## config.mk

```make
export PLATFORM = sky130hd
export DESIGN_NAME = wb_port_arbiter
export DESIGN_NICKNAME = d
export VERILOG_FILES = /design/src/rtl/wb_port_arbiter.sv
export SDC_FILE = /design/constraint.sdc
export NUM_CORES = 1
export LEC_CHECK = 0
export CAP_MARGIN = 10
export CORE_ASPECT_RATIO = 0.8
export CORE_UTILIZATION = 30
export DETAILED_ROUTE_END_ITERATION = 8
export PLACE_DENSITY_LB_ADDON = 0.12
export SYNTH_ARGS = -nofsm -noshare
export SYNTH_HDL_FRONTEND = slang
export SYNTH_SLANG_ARGS = --single-unit
```

## constraint.sdc

```tcl
create_clock -name Clock -period 5 [get_ports Clock]
set_input_delay 1.25 -clock Clock [delete_from_list [all_inputs] [get_ports Clock]]
set_output_delay 1.25 -clock Clock [all_outputs]
set_load 0.02 [all_outputs]
```

## src/rtl/wb_port_arbiter.sv

```systemverilog
// wb_port_arbiter
//   Arbitrates the single register-file write port between the in-order
//   pipeline writeback stage and a long-latency auxiliary unit. The
//   auxiliary results are staged in a 2-entry FIFO.
//   - The pipeline always wins the port, with no added latency.
//   - FIFO entries drain in acceptance order whenever the pipeline is idle.
//
//   Optional feature (macro WB_STARVE_GUARD_EN):
//   - A starvation counter tracks how many consecutive cycles a non-empty
//     buffer has lost the port.
//   - After STARVE_LIMIT such cycles, stall_req asks the pipeline controller
//     for a writeback bubble.
//   - stall_req stays high until the cycle after the next drain.
//   - When the macro is undefined, stall_req is tied to 0.
//
// Ports
//   Clock          rising-edge clock
//   Resetn         synchronous active-low reset
//   Alu_Result_wb  pipeline ALU result
//   mo_wb          pipeline load data
//   m2reg_wb       1: write mo_wb, 0: write Alu_Result_wb
//   wn_wb          pipeline destination register
//   wreg_wb        pipeline write request (highest priority)
//   aux_valid      aux result offered (producer holds it while aux_ready=0)
//   aux_wn         aux destination register
//   aux_data       aux result
//   aux_ready      buffer not full
//   rf_we          register-file write enable
//   rf_wn          register-file write address
//   rf_wd          register-file write data
//   stall_req      writeback-bubble request (registered)
//   buf_count      buffer occupancy 0..2
module wb_port_arbiter #(
    parameter int unsigned STARVE_LIMIT = 4
) (
    input  logic        Clock,
    input  logic        Resetn,
    input  logic [31:0] Alu_Result_wb,
    input  logic [31:0] mo_wb,
    input  logic        m2reg_wb,
    input  logic [4:0]  wn_wb,
    input  logic        wreg_wb,
    input  logic        aux_valid,
    input  logic [4:0]  aux_wn,
    input  logic [31:0] aux_data,
    output logic        aux_ready,
    output logic        rf_we,
    output logic [4:0]  rf_wn,
    output logic [31:0] rf_wd,
    output logic        stall_req,
    output logic [1:0]  buf_count
);

    typedef struct packed {
        logic [4:0]  wn;
        logic [31:0] data;
    } aux_entry_t;

    aux_entry_t [1:0] r_buf;
    logic             r_wptr;
    logic             r_rptr;
    logic [1:0]       r_count;

    logic             w_push;
    logic             w_aux_grant;
    logic             w_pop;
    aux_entry_t       w_head;

    assign aux_ready = (r_count != 2'd2);
    assign buf_count = r_count;
    assign w_push    = aux_valid & aux_ready;
    assign w_head    = r_buf[r_rptr];

    // The head is only granted outside reset so a buffer being flushed never
    // reaches the register file during the reset cycle.
    assign w_aux_grant = Resetn & ~wreg_wb & (r_count != 2'd0);
    assign w_pop       = w_aux_grant;

    // Write-port mux: pipeline first, then buffer head, else all zeros.
    always_comb begin
        rf_we = 1'b0;
        rf_wn = 5'd0;
        rf_wd = 32'd0;
        if (wreg_wb) begin
            rf_we = 1'b1;
            rf_wn = wn_wb;
            rf_wd = m2reg_wb ? mo_wb : Alu_Result_wb;
        end else if (w_aux_grant) begin
            rf_we = 1'b1;
            rf_wn = w_head.wn;
            rf_wd = w_head.data;
        end
    end

    // FIFO storage and pointers. A push into a 1-entry buffer concurrent with
    // a pop writes the other slot, so ordering is preserved.
    always_ff @(posedge Clock) begin
        if (!Resetn) begin
            r_buf   <= '0;
            r_wptr  <= 1'b0;
            r_rptr  <= 1'b0;
            r_count <= 2'd0;
        end else begin
            if (w_push) begin
                r_buf[r_wptr] <= '{wn: aux_wn, data: aux_data};
                r_wptr        <= ~r_wptr;
            end
            if (w_pop) begin
                r_rptr <= ~r_rptr;
            end
            case ({w_push, w_pop})
                2'b10:   r_count <= r_count + 2'd1;
                2'b01:   r_count <= r_count - 2'd1;
                default: r_count <= r_count;
            endcase
        end
    end

`ifdef WB_STARVE_GUARD_EN
    localparam logic [2:0] LIMIT = 3'(STARVE_LIMIT);

    logic [2:0] r_starve_cnt;
    logic [2:0] w_starve_cnt_nxt;
    logic       r_stall;
    logic       w_stall_nxt;

    always_comb begin
        w_starve_cnt_nxt = r_starve_cnt;
        if (w_pop || (r_count == 2'd0)) begin
            w_starve_cnt_nxt = 3'd0;
        end else if (wreg_wb && (r_starve_cnt != LIMIT)) begin
            w_starve_cnt_nxt = r_starve_cnt + 3'd1;
        end
    end

    // Set on the edge where the counter lands on the limit, so stall_req is
    // visible in the cycle after the counter reaches it. A pop clears it.
    always_comb begin
        w_stall_nxt = r_stall | (w_starve_cnt_nxt == LIMIT);
        if (w_pop) begin
            w_stall_nxt = 1'b0;
        end
    end

    always_ff @(posedge Clock) begin
        if (!Resetn) begin
            r_starve_cnt <= 3'd0;
            r_stall      <= 1'b0;
        end else begin
            r_starve_cnt <= w_starve_cnt_nxt;
            r_stall      <= w_stall_nxt;
        end
    end

    assign stall_req = r_stall;
`else
    logic w_unused_limit;
    assign w_unused_limit = (STARVE_LIMIT == 0);
    assign stall_req      = 1'b0;
`endif

endmodule

```

==> impl_results.md, run 1 <==
- Status: complete, no violations
- CP Class: primary input to primary output
- Average size of a mapped cell: 9.022 um2
- Post-synth EDFFs: 0
- # nets final: between 700 and 800
- RSZ-0062 raised after global routing: false
- Post-DP Area: roughly 5700 um2
- CTS root buf: clkbuf_16
- Post-CTS setup buffers: 0
- Final count of pins violating max slew: 0
- Asr flop ratio synth: 0%
- Vert. Die Dim: 107.8 um
- IO buf count: between 150 and 200
- Main area contributors after synthesis: dfxtp_1 37%, mux2i_1 27%, nand2_1 13%
- Via-per-instance ratio: between 4 and 5
- Warning count from the yosys run: 0
- Post-DP HPWL: between 7 and 8 mm
- Crit-path max FO: 39
- Final WL: ~11 mm
- Ys flop type: dfxtp_1
- Post_cts resized: 0
- Critical Path AT: a little over 3 ns
- Initial antenna violation count: 0
- Synth top area share: between 30% and 40%
- Worst Tran Pin Value: around 0.74 ns
- Clk pin slew, worst setup/hold paths: about 0.060 ns
- Worst hold path class: register to register
- Syn nets: 577
- Clock skew: roughly 0.01 ns
- Register area share after synthesis: 37.22%
- Core box area: about 14000 um2
- CTS Buf Count: 9
- Initial core utilization: a little under a third
- Startpoint types: primary input
- Setup tns final: 0 ns
- H-tree Lvls: 3
- Global-route wire length before repair: ~18 mm
- Worst setup EP type: primary output
- Most frequent cells after synthesis: 150 x nand2_1, 112 x mux2i_1, 78 x dfxtp_1
- Synth cell types: 26
- Mapped Cells: about 470
- Peak Freq: about 0.23 GHz
- Crit path time final: ~4.3 ns
- Endpoints failing setup: 0
- Most common cell in the netlist: nand2_1
- Yosys top cell by area: dfxtp_1
- Die span in x: 134.2 um
- P per Cell Area: roughly 310 nW/um2
- Lkg Pwr: 2.289 nW
- I/O pin total: about 150
- Core Rows: 38
- Drt drc: 0
- Final worst-path setup slack: between 0.6 and 0.7 ns
- Skew-Pair Late Insertion Delay: roughly 0.33 ns
- Worst-case clock buffer depth: 2
- Number of detailed-route iterations in the first pass: 4
- Power, Total: 1.859 mW
- Register bit total from synthesis: a little under 80
- Hold buffers post-CTS: 0
- CTS Sinks: 78
- TritonCTS clock tree: done
- WP data required: 3.75 ns
- Placed cells: around 770
- DR iter-0 viols: 162
- Die area: about 14000 um2
- ANT cells: 0
- Max-slew headroom: around half
- Vias: 3588
- Total grt overflow: 0
- Final instance area: approximately 6000 um2
- Area growth syn-to-layout: 42.86%
- Final period util: 86.68%
- Final Hold Fails: 0
- Vias in the first global route: between 3000 and 4000
- Post-Syn Area: 4195 um2
- Worst slack, placed: 0.6804 ns
- Placer Congestion: roughly 0.67
- DR WL/cell: 14.70 um
- Max-cap viol count: 0
- Fin cells: between 700 and 800
- Peak VDD IR: approximately 0.00015 V
- Share of layout cells above drive strength 1: a little over 10%
- GRT Resource Usage Total: between 15 and 20%
- Final ANT Viol Nets: 0
- Largest net degree at the start of global routing: 60
[placed cells by master (no fill, tap or decap)]
| master | netlist | routed |
|---|---|---|
| mux2_2 | 32 | 32 |
| o21ai_1 | 10 | 10 |
| mux2i_1 | 112 | 112 |
| dfxtp_2 | 0 | 1 |
| clkbuf_16 | 0 | 9 |
| clkdlybuf4s50_1 | 0 | 149 |
| conb_1 | 1 | 1 |
| a21boi_0 | 1 | 1 |
| or2_1 | 1 | 1 |
| nand3b_2 | 1 | 1 |
| and2_1 | 1 | 1 |
| nand2b_1 | 1 | 1 |
| xnor2_1 | 2 | 2 |
| clkbuf_8 | 0 | 1 |
| ha_1 | 1 | 1 |
| nand2_1 | 150 | 150 |
| a21bo_2 | 1 | 1 |
| nand2b_4 | 1 | 1 |
| inv_1 | 1 | 1 |
| clkbuf_1 | 14 | 1 |
| o21ai_0 | 29 | 29 |
| a21boi_1 | 1 | 1 |
| or3_1 | 1 | 1 |
| buf_2 | 11 | 1 |
| buf_4 | 2 | 9 |
| clkinvlp_4 | 0 | 4 |
| dfxtp_1 | 78 | 77 |
| clkinv_2 | 0 | 1 |
| and3_4 | 1 | 1 |
[report_power, final]
part           leakage, nW  internal, mW  switching, mW
combinational         1.53         0.280          0.245
clock                0.124         0.349          0.252
sequential           0.638         0.682         0.0506
total                 2.29          1.31          0.548
[path summary, 6_finish.rpt]
path                                                start                   endpoint  slack, ns  depth (start not counted)
worst max-delay path                              wreg_wb                  rf_wd[15]       0.67                          5
worst min-delay path               r_buf[70]$_SDFFE_PN0P_     r_buf[70]$_SDFFE_PN0P_       0.46                          2
worst max register to register  buf_count[1]$_SDFFE_PN0P_  buf_count[1]$_SDFFE_PN0P_       2.87                          7
worst min register to register     r_buf[70]$_SDFFE_PN0P_     r_buf[70]$_SDFFE_PN0P_       0.46                          2
[per-stage QoR]
| stage | util (%) | hold WS [ns] |
|---|---|---|
| 3_3_place_gp | 42.03 | 0.4414 |
| 2_1_floorplan | - | 0.4344 |
| 5_1_grt | 44.07 | 0.4786 |
| 3_5_place_dp | 42.03 | 0.4506 |
| 6_report | 44.07 | 0.4577 |
| 4_1_cts | 44.07 | 0.4597 |
[cell families (layout without fill, tap and decap cells)]
kind of cell,after synthesis,in the layout,share of synthesized area [%]
AO/OA/AOI/OAI,42,42,5.249
XOR/XNOR,2,2,0.4176
adder cells (fa/ha/maj),1,1,0.2982
buffers and inverters,40,176,6.531
flip-flops,78,78,37.22
multiplexers,144,144,35.31
other,1,1,0.08939
AND/OR/NAND/NOR,157,157,14.88
[sequential cells by signal (all words and copies together) (netlist names)]
name	cells
r_buf	74
buf_count	2
r_rptr	1
r_wptr	1
[critical path: stages]
cell and delay, ns:
clkdlybuf4s50_1 0.42, or2_1 0.23, buf_4 0.27, o21ai_0 0.26, clkdlybuf4s50_1 0.64
[area by class of cell]
type / count / area [um2]
Fill cell: 1347 / 7605
Multi-Input combinational cell: 347 / 2360
Timing Repair Buffer: 159 / 1564
Sequential cell: 78 / 1563
Clock buffer: 11 / 242.7
Tap cell: 180 / 225.2
Clock inverter: 5 / 35.03
Inverter: 1 / 3.754
[per-layer routing]
layer  share of wire, %  global-route usage (%)
met1                 48                   20.38
met2                 47                   27.76
met3                4.5                   3.672
met4               0.60                   3.371
met5                  0                       0
(Power assumes the default switching activity.)
==> run 2: changes to the inputs <==
--- a/config.mk
+++ b/config.mk
@@ -9,7 +9,7 @@
 export CORE_ASPECT_RATIO = 0.8
 export CORE_UTILIZATION = 30
 export DETAILED_ROUTE_END_ITERATION = 8
-export PLACE_DENSITY_LB_ADDON = 0.12
+export PLACE_DENSITY_LB_ADDON = 0.05
 export SYNTH_ARGS = -nofsm -noshare
 export SYNTH_HDL_FRONTEND = slang
 export SYNTH_SLANG_ARGS = --single-unit
==> constraint.sdc (replaced) <==
create_clock -name Clock -period 4.4 [get_ports Clock]
set_input_delay 1.1 -clock Clock [delete_from_list [all_inputs] [get_ports Clock]]
set_output_delay 1.1 -clock Clock [all_outputs]
set_load 0.02 [all_outputs]
==> run 2 against run 1 <==
Against the previous run: sequential cell count stayed put; first-iteration DRC count up 6.8%; wire length down 2.2%; die area is the same; largest power group unchanged.
==> impl_results.md, run 2 (same netlist as run 1, synthesis figures left out) <==
- Status: complete, no violations
- Post_cts resized: 0
- ANT cells: 0
- P per Cell Area: 349.5 nW/um2
- Die area: approximately 14000 um2
- Initial antenna violation count: 0
- Top reg by flops: r_buf
- Critical Path AT: roughly 2.8 ns
- Die span in x: around 130 um
- CTS Buf Count: 9
- Post-CTS setup buffers: 0
- Final worst-path setup slack: approximately 0.47 ns
- Final count of pins violating max slew: 0
- WP data required: around 3.3 ns
- Origin of the critical flop-to-flop path: buf_count[1]$_SDFFE_PN0P_
- RSZ-0062 raised after global routing: false
- Area growth syn-to-layout: 42.77%
- Placer Congestion: about 0.67
- Drt drc: 0
- CTS root buf: clkbuf_16
- Core Util, Final: between 40% and 50%
- Final period util: between 80 and 90%
- Final WL: between 10 and 15 mm
- Core Rows: 38
- Number of detailed-route iterations in the first pass: 4
- DR WL/cell: between 10 and 15 um
- Peak Freq: ~0.25 GHz
- GRT Resource Usage Total: 16.16%
- Final Hold Fails: 0
- H-tree Lvls: 3
- Lkg Pwr: approximately 2.3 nW
- Worst hold path class: register to register
- Final instance area: about 6000 um2
- Setup tns final: 0 ns
- # nets final: around 710
- Vias: ~3600
- Vert. Die Dim: between 100 and 150 um
- DR iter-0 viols: between 150 and 200
- Commonest non-fill, non-tap cell in the layout: nand2_1
- Via-per-instance ratio: around 4.6
- Worst reg-to-reg path cell count: 7
- CP Class: primary input to primary output
- Max-cap viol count: 0
- Worst-case clock buffer depth: 2
- Hold endpoint: r_buf[19]$_SDFFE_PN0P_
- Vias in the first global route: around 3600
- R2R Setup Slk: about 2.5 ns
- Post-DP HPWL: approximately 7.5 mm
- Post-DP Area: ~5700 um2
- Setup crit start: wreg_wb
- Startpoint types: primary input
- Core box area: 13600 um2
- Hold Crit Depth: 2
- Clock skew: 0.006549 ns
- Skew-Pair Late Insertion Delay: 0.33 ns
- FF-to-FF End: buf_count[1]$_SDFFE_PN0P_
- Largest net degree at the start of global routing: roughly 120
- Peak VDD IR: between 0.00015 and 0.0002 V
- Hold Path Origin: r_buf[19]$_SDFFE_PN0P_
- Total grt overflow: 0
- Global-route wire length before repair: roughly 18 mm
- Max-slew headroom: 24.34%
- Initial core utilization: between 30% and 40%
- Crit-path max FO: 39
- Endpoints failing setup: 0
- Share of layout cells above drive strength 1: about a tenth
- TritonCTS clock tree: done
- Hold buffers post-CTS: 0
- Worst setup EP type: primary output
- Max reg flops: 74
- IO buf count: around 150
- Worst Tran Pin Value: around 1.1 ns
- CTS Sinks: between 70 and 80
- Clk pin slew, worst setup/hold paths: about 0.060 ns
- Final ANT Viol Nets: 0
- Crit path time final: ~3.9 ns
- Worst slack, placed: 0.4294 ns
- Commonest cells after routing, fill and taps aside: 150 x nand2_1, 149 x clkdlybuf4s50_1, 112 x mux2i_1
- I/O pin total: roughly 150
## run 2: cell count changes in the layout (fill, tap and decap cells not counted)
cell	before	now
clkbuf_1	1	2
clkinvlp_4	4	0
buf_12	0	2
buf_4	9	6
clkinv_2	1	2
## run 2: cell type report
type / instances / area (um2)
fillers: 1375 / 7609
multi-input cells: 347 / 2360
flip-flops and latches: 78 / 1563
clock inverters: 2 / 10.01
inverters: 1 / 3.754
well taps: 180 / 225.2
clock buffers: 12 / 246.5
repair buffers: 158 / 1582
## run 2: metal layers
metal	global-route usage, %	routed length [um]	up-vias	share of wire (%)
met4	4.334	93	0	0.83
met5	0	0	-	0
met2	26.91	5279	85	47
li1	-	-	1828	-
met3	4.473	616	10	5.5
met1	20.44	5239	1642	47
## run 2: worst max path at each step
| stage | slack, ns | cells past startpoint | endpoint |
|---|---|---|---|
| 6_report | 0.47 | 5 | rf_wd[14] |
| 5_1_grt | 0.33 | 6 | rf_wd[26] |
| 4_1_cts | 0.44 | 6 | rf_wd[0] |
| 3_5_place_dp | 0.43 | 6 | rf_wd[0] |
| 3_3_place_gp | 0.46 | 6 | rf_wd[0] |
| 2_1_floorplan | 1.06 | 5 | rf_wd[0] |
## run 2: through the flow
step / power (mW) / hold slack (ns) / cells
global placement: 1.447 / 0.4411 / 764
floorplan: 1.228 / 0.4344 / 465
finish: 2.093 / 0.4544 / 778
CTS: 2.130 / 0.4593 / 778
detailed placement: 1.463 / 0.4492 / 764
global route: 2.216 / 0.4733 / 778
## run 2: worst max-delay path, cell delays in order
cell	delay, ns
clkdlybuf4s50_1	0.41
or2_1	0.27
buf_12	0.19
o21ai_0	0.21
clkdlybuf4s50_1	0.63
## run 2: where the power goes
group | internal [mW] | switching [mW]
logic | 0.324 | 0.279
clock network | 0.389 | 0.269
registers | 0.776 | 0.0561
total | 1.49 | 0.604
==> run 3: changes to the inputs <==
--- a/config.mk
+++ b/config.mk
@@ -5,6 +5,7 @@
 export SDC_FILE = /design/constraint.sdc
 export NUM_CORES = 1
 export LEC_CHECK = 0
+export ABC_AREA = 1
 export CAP_MARGIN = 10
 export CORE_ASPECT_RATIO = 0.8
 export CORE_UTILIZATION = 30
==> run 3 against run 2 <==
Against the previous run: hold slack improved by 0.054 ns; via count is 50% higher; first-iteration DRC count is 53% higher; sequential share of layout area decreased by 3.7 points; clock-buffer cell count unchanged; setup slack lost 0.12 ns; register-to-register slack got worse by 0.35 ns; synthesized area grew 21%; critical path type unchanged; largest power group unchanged.
==> impl_results.md, run 3 <==
- WP data required: roughly 3.3 ns
- CP Cell Sequence: clkdlybuf4s50_1 > inv_2 > nand3_2 > inv_2 > buf_4 > nand2_1 > nand2_1 > clkdlybuf4s50_1
- Sw Pwr: between 0.7 and 0.8 mW
- Max-slew headroom: 40.95%
- Die area: approximately 17000 um2
- Top reg by flops: r_buf
- ANT cells: 0
- Post-CTS setup buffers: 0
- DR WL/cell: 13.09 um
- Average size of a mapped cell: about 5.6 um2
- Vert. Die Dim: 118.5 um
- I/O pin total: ~150
- Final period util: 92.12%
- P per Cell Area: 324.8 nW/um2
- Max reg flops: 74
- Final WL: about 16 mm
- Core box area: between 15000 and 20000 um2
- Origin of the critical flop-to-flop path: buf_count[0]$_SDFFE_PN0P_
- RSZ-0062 raised after global routing: false
- CTS Buf Count: 9
- Syn nets: around 1000
- Initial core utilization: a little under a third
- Synth cell types: 18
- Worst hold path class: register to register
- Initial antenna violation count: 0
- Largest net degree at the start of global routing: 80
- Via-per-instance ratio: between 4 and 5
- Commonest non-fill, non-tap cell in the layout: nand2_1
- H-tree Lvls: 3
- Post_cts resized: 0
- CTS Sinks: 78
- Ys flop type: dfxtp_1
- Drt drc: 0
- Most common cell in the netlist: nand2_1
- Hold buffers post-CTS: 0
- Worst path top cell family by delay: buffers and inverters
- Filler Cell Count: 1856
- Final count of pins violating max slew: 0
- Asr flop ratio synth: 0%
- Yosys top cell by area: dfxtp_1
- Mapped Cells: around 900
- Power, Total: ~2.3 mW
- Setup crit start: wreg_wb
- Comb pwr share: 30.3%
- Total grt overflow: 0
- Register area share after synthesis: 30.69%
- Worst Tran Pin Value: 0.8857 ns
- Synth top area share: 30.69%
- Worst setup EP type: primary output
- Die span in x: between 100 and 150 um
- Skew-Pair Late Insertion Delay: 0.33 ns
- Post-DP HPWL: 10.56 mm
- Final ANT Viol Nets: 0
- Clk network pwr share: about a third
- Warning count from the yosys run: 0
- Area growth syn-to-layout: 37.28%
- Main area contributors after synthesis: dfxtp_1 31%, nand2_1 20%, inv_1 14%
- Vias: 5355
- Sequential Power Share: a little over a third
- Commonest cells after routing, fill and taps aside: 275 x nand2_1, 191 x inv_1, 149 x clkdlybuf4s50_1
- Most frequent cells after synthesis: 275 x nand2_1, 191 x inv_1, 142 x nor2_1
- Hold Path Origin: r_buf[28]$_SDFFE_PN0P_
- Core Util, Final: 42.20%
- IO buf count: 151
- CTS root buf: clkbuf_16
- Register bit total from synthesis: 78
- Final Hold Fails: 0
- Peak Freq: 0.2467 GHz
- Share of layout cells above drive strength 1: about 4.2%
- Clock skew: 0.003837 ns
- Vias in the first global route: 4963
- CP Class: primary input to primary output
- Lkg Pwr: roughly 3.5 nW
- Critical Path AT: just under 3 ns
- # nets final: between 1000 and 1500
- Placer Congestion: roughly 0.76
- Global-route wire length before repair: roughly 26 mm
- Setup tns final: 0 ns
- Core Rows: 42
- DR iter-0 viols: roughly 270
- CP max stage delay: 0.59 ns
- Crit-path max FO: 15
- Final hold slack: around 0.5 ns
- Number of detailed-route iterations in the first pass: 7
- Sw Share: about a third
- TritonCTS clock tree: done
- Slowest cell on crit path: clkdlybuf4s50_1
- Peak VDD IR: slightly below 0.0002 V
- Startpoint types: primary input
- Clk pin slew, worst setup/hold paths: 0.06 ns
- Buf+Inv Stages, Crit Path: 5
- Post-Syn Area: roughly 5100 um2
- Max-cap viol count: 0
- Worst-case clock buffer depth: 2
- P_int: between 1.5 and 2 mW
- Status: complete, no violations
- Post-synth EDFFs: 0
- Crit path time final: between 4 and 5 ns
- Endpoints failing setup: 0
- GRT Resource Usage Total: about a fifth
## run 3: cell count changes after synthesis, moves of 3 or more
cell / change
buf_1: +4
buf_12: -4
buf_2: +21
inv_1: +190
inv_2: +3
mux2_2: -32
mux2i_1: -112
nand2_1: +125
nand4_1: +76
nor2_1: +142
o21ai_0: +41
o21ai_1: -10
## run 3: worst reg2reg max path, cell delays in order, from the launching register on
cell and delay (ns):
dfxtp_1 0.39, inv_2 0.09, nand2_4 0.23, buf_4 0.57, nand3_4 0.61, nand2_1 0.21
inv_1 0.05, nor2_1 0.08
## run 3: cell type report
class / count / area, um2 / share of cell area, %
multi-input cells: 571 / 2466 / 35.30
repair buffers: 168 / 1642 / 23.50
flip-flops and latches: 78 / 1564 / 22.39
inverters: 194 / 728.2 / 10.42
well taps: 220 / 275.3 / 3.941
clock buffers: 12 / 256.5 / 3.672
clock inverters: 4 / 53.80 / 0.7702
## run 3: path summary, 6_finish.rpt
| kind | end | slack (ns) | depth (start not counted) |
|---|---|---|---|
| min reg2reg | r_buf[28]$_SDFFE_PN0P_ | 0.51 | 4 |
| max | rf_wd[10] | 0.35 | 8 |
| max reg2reg | r_buf[2]$_SDFFE_PN0P_ | 2.12 | 7 |
| min | r_buf[28]$_SDFFE_PN0P_ | 0.51 | 4 |
## run 3: cell families after synthesis
family / after synthesis / share of synthesized area [%]
AO/OA/AOI/OAI: 72 / 7.081
buffers and inverters: 258 / 20.85
flip-flops: 78 / 30.69
AND/OR/NAND/NOR: 497 / 41.06
adder cells (fa/ha/maj): 1 / 0.2458
other: 1 / 0.07369
## run 3: power by group through the flow
stage	combinational, mW	sequential, mW	clock (mW)
finish	0.687	0.806	0.777
global route	0.782	0.813	0.823
CTS	0.695	0.806	0.799
detailed placement	0.691	0.822	0
global placement	0.696	0.821	0
floorplan	0.429	0.819	0
## run 3: routing by layer
| metal | up-vias | track usage (%) | part of all wire (%) |
|---|---|---|---|
| met1 | 2295 | 27.55 | 52 |
| met2 | 112 | 30.22 | 43 |
| li1 | 2938 | - | - |
| met4 | 0 | 3.222 | 0.61 |
| met5 | - | 0 | 0 |
| met3 | 10 | 3.822 | 4.8 |
## run 3: metrics by stage
stage                     area, um2  setup slack, ns  std cells
after floorplan                5089            1.418        907
after global placement         6675           0.3389       1231
after detailed placement       6675           0.3204       1231
after CTS                      6985           0.3055       1247
after global routing           6985           0.1844       1247
final                          6985           0.3469       1247
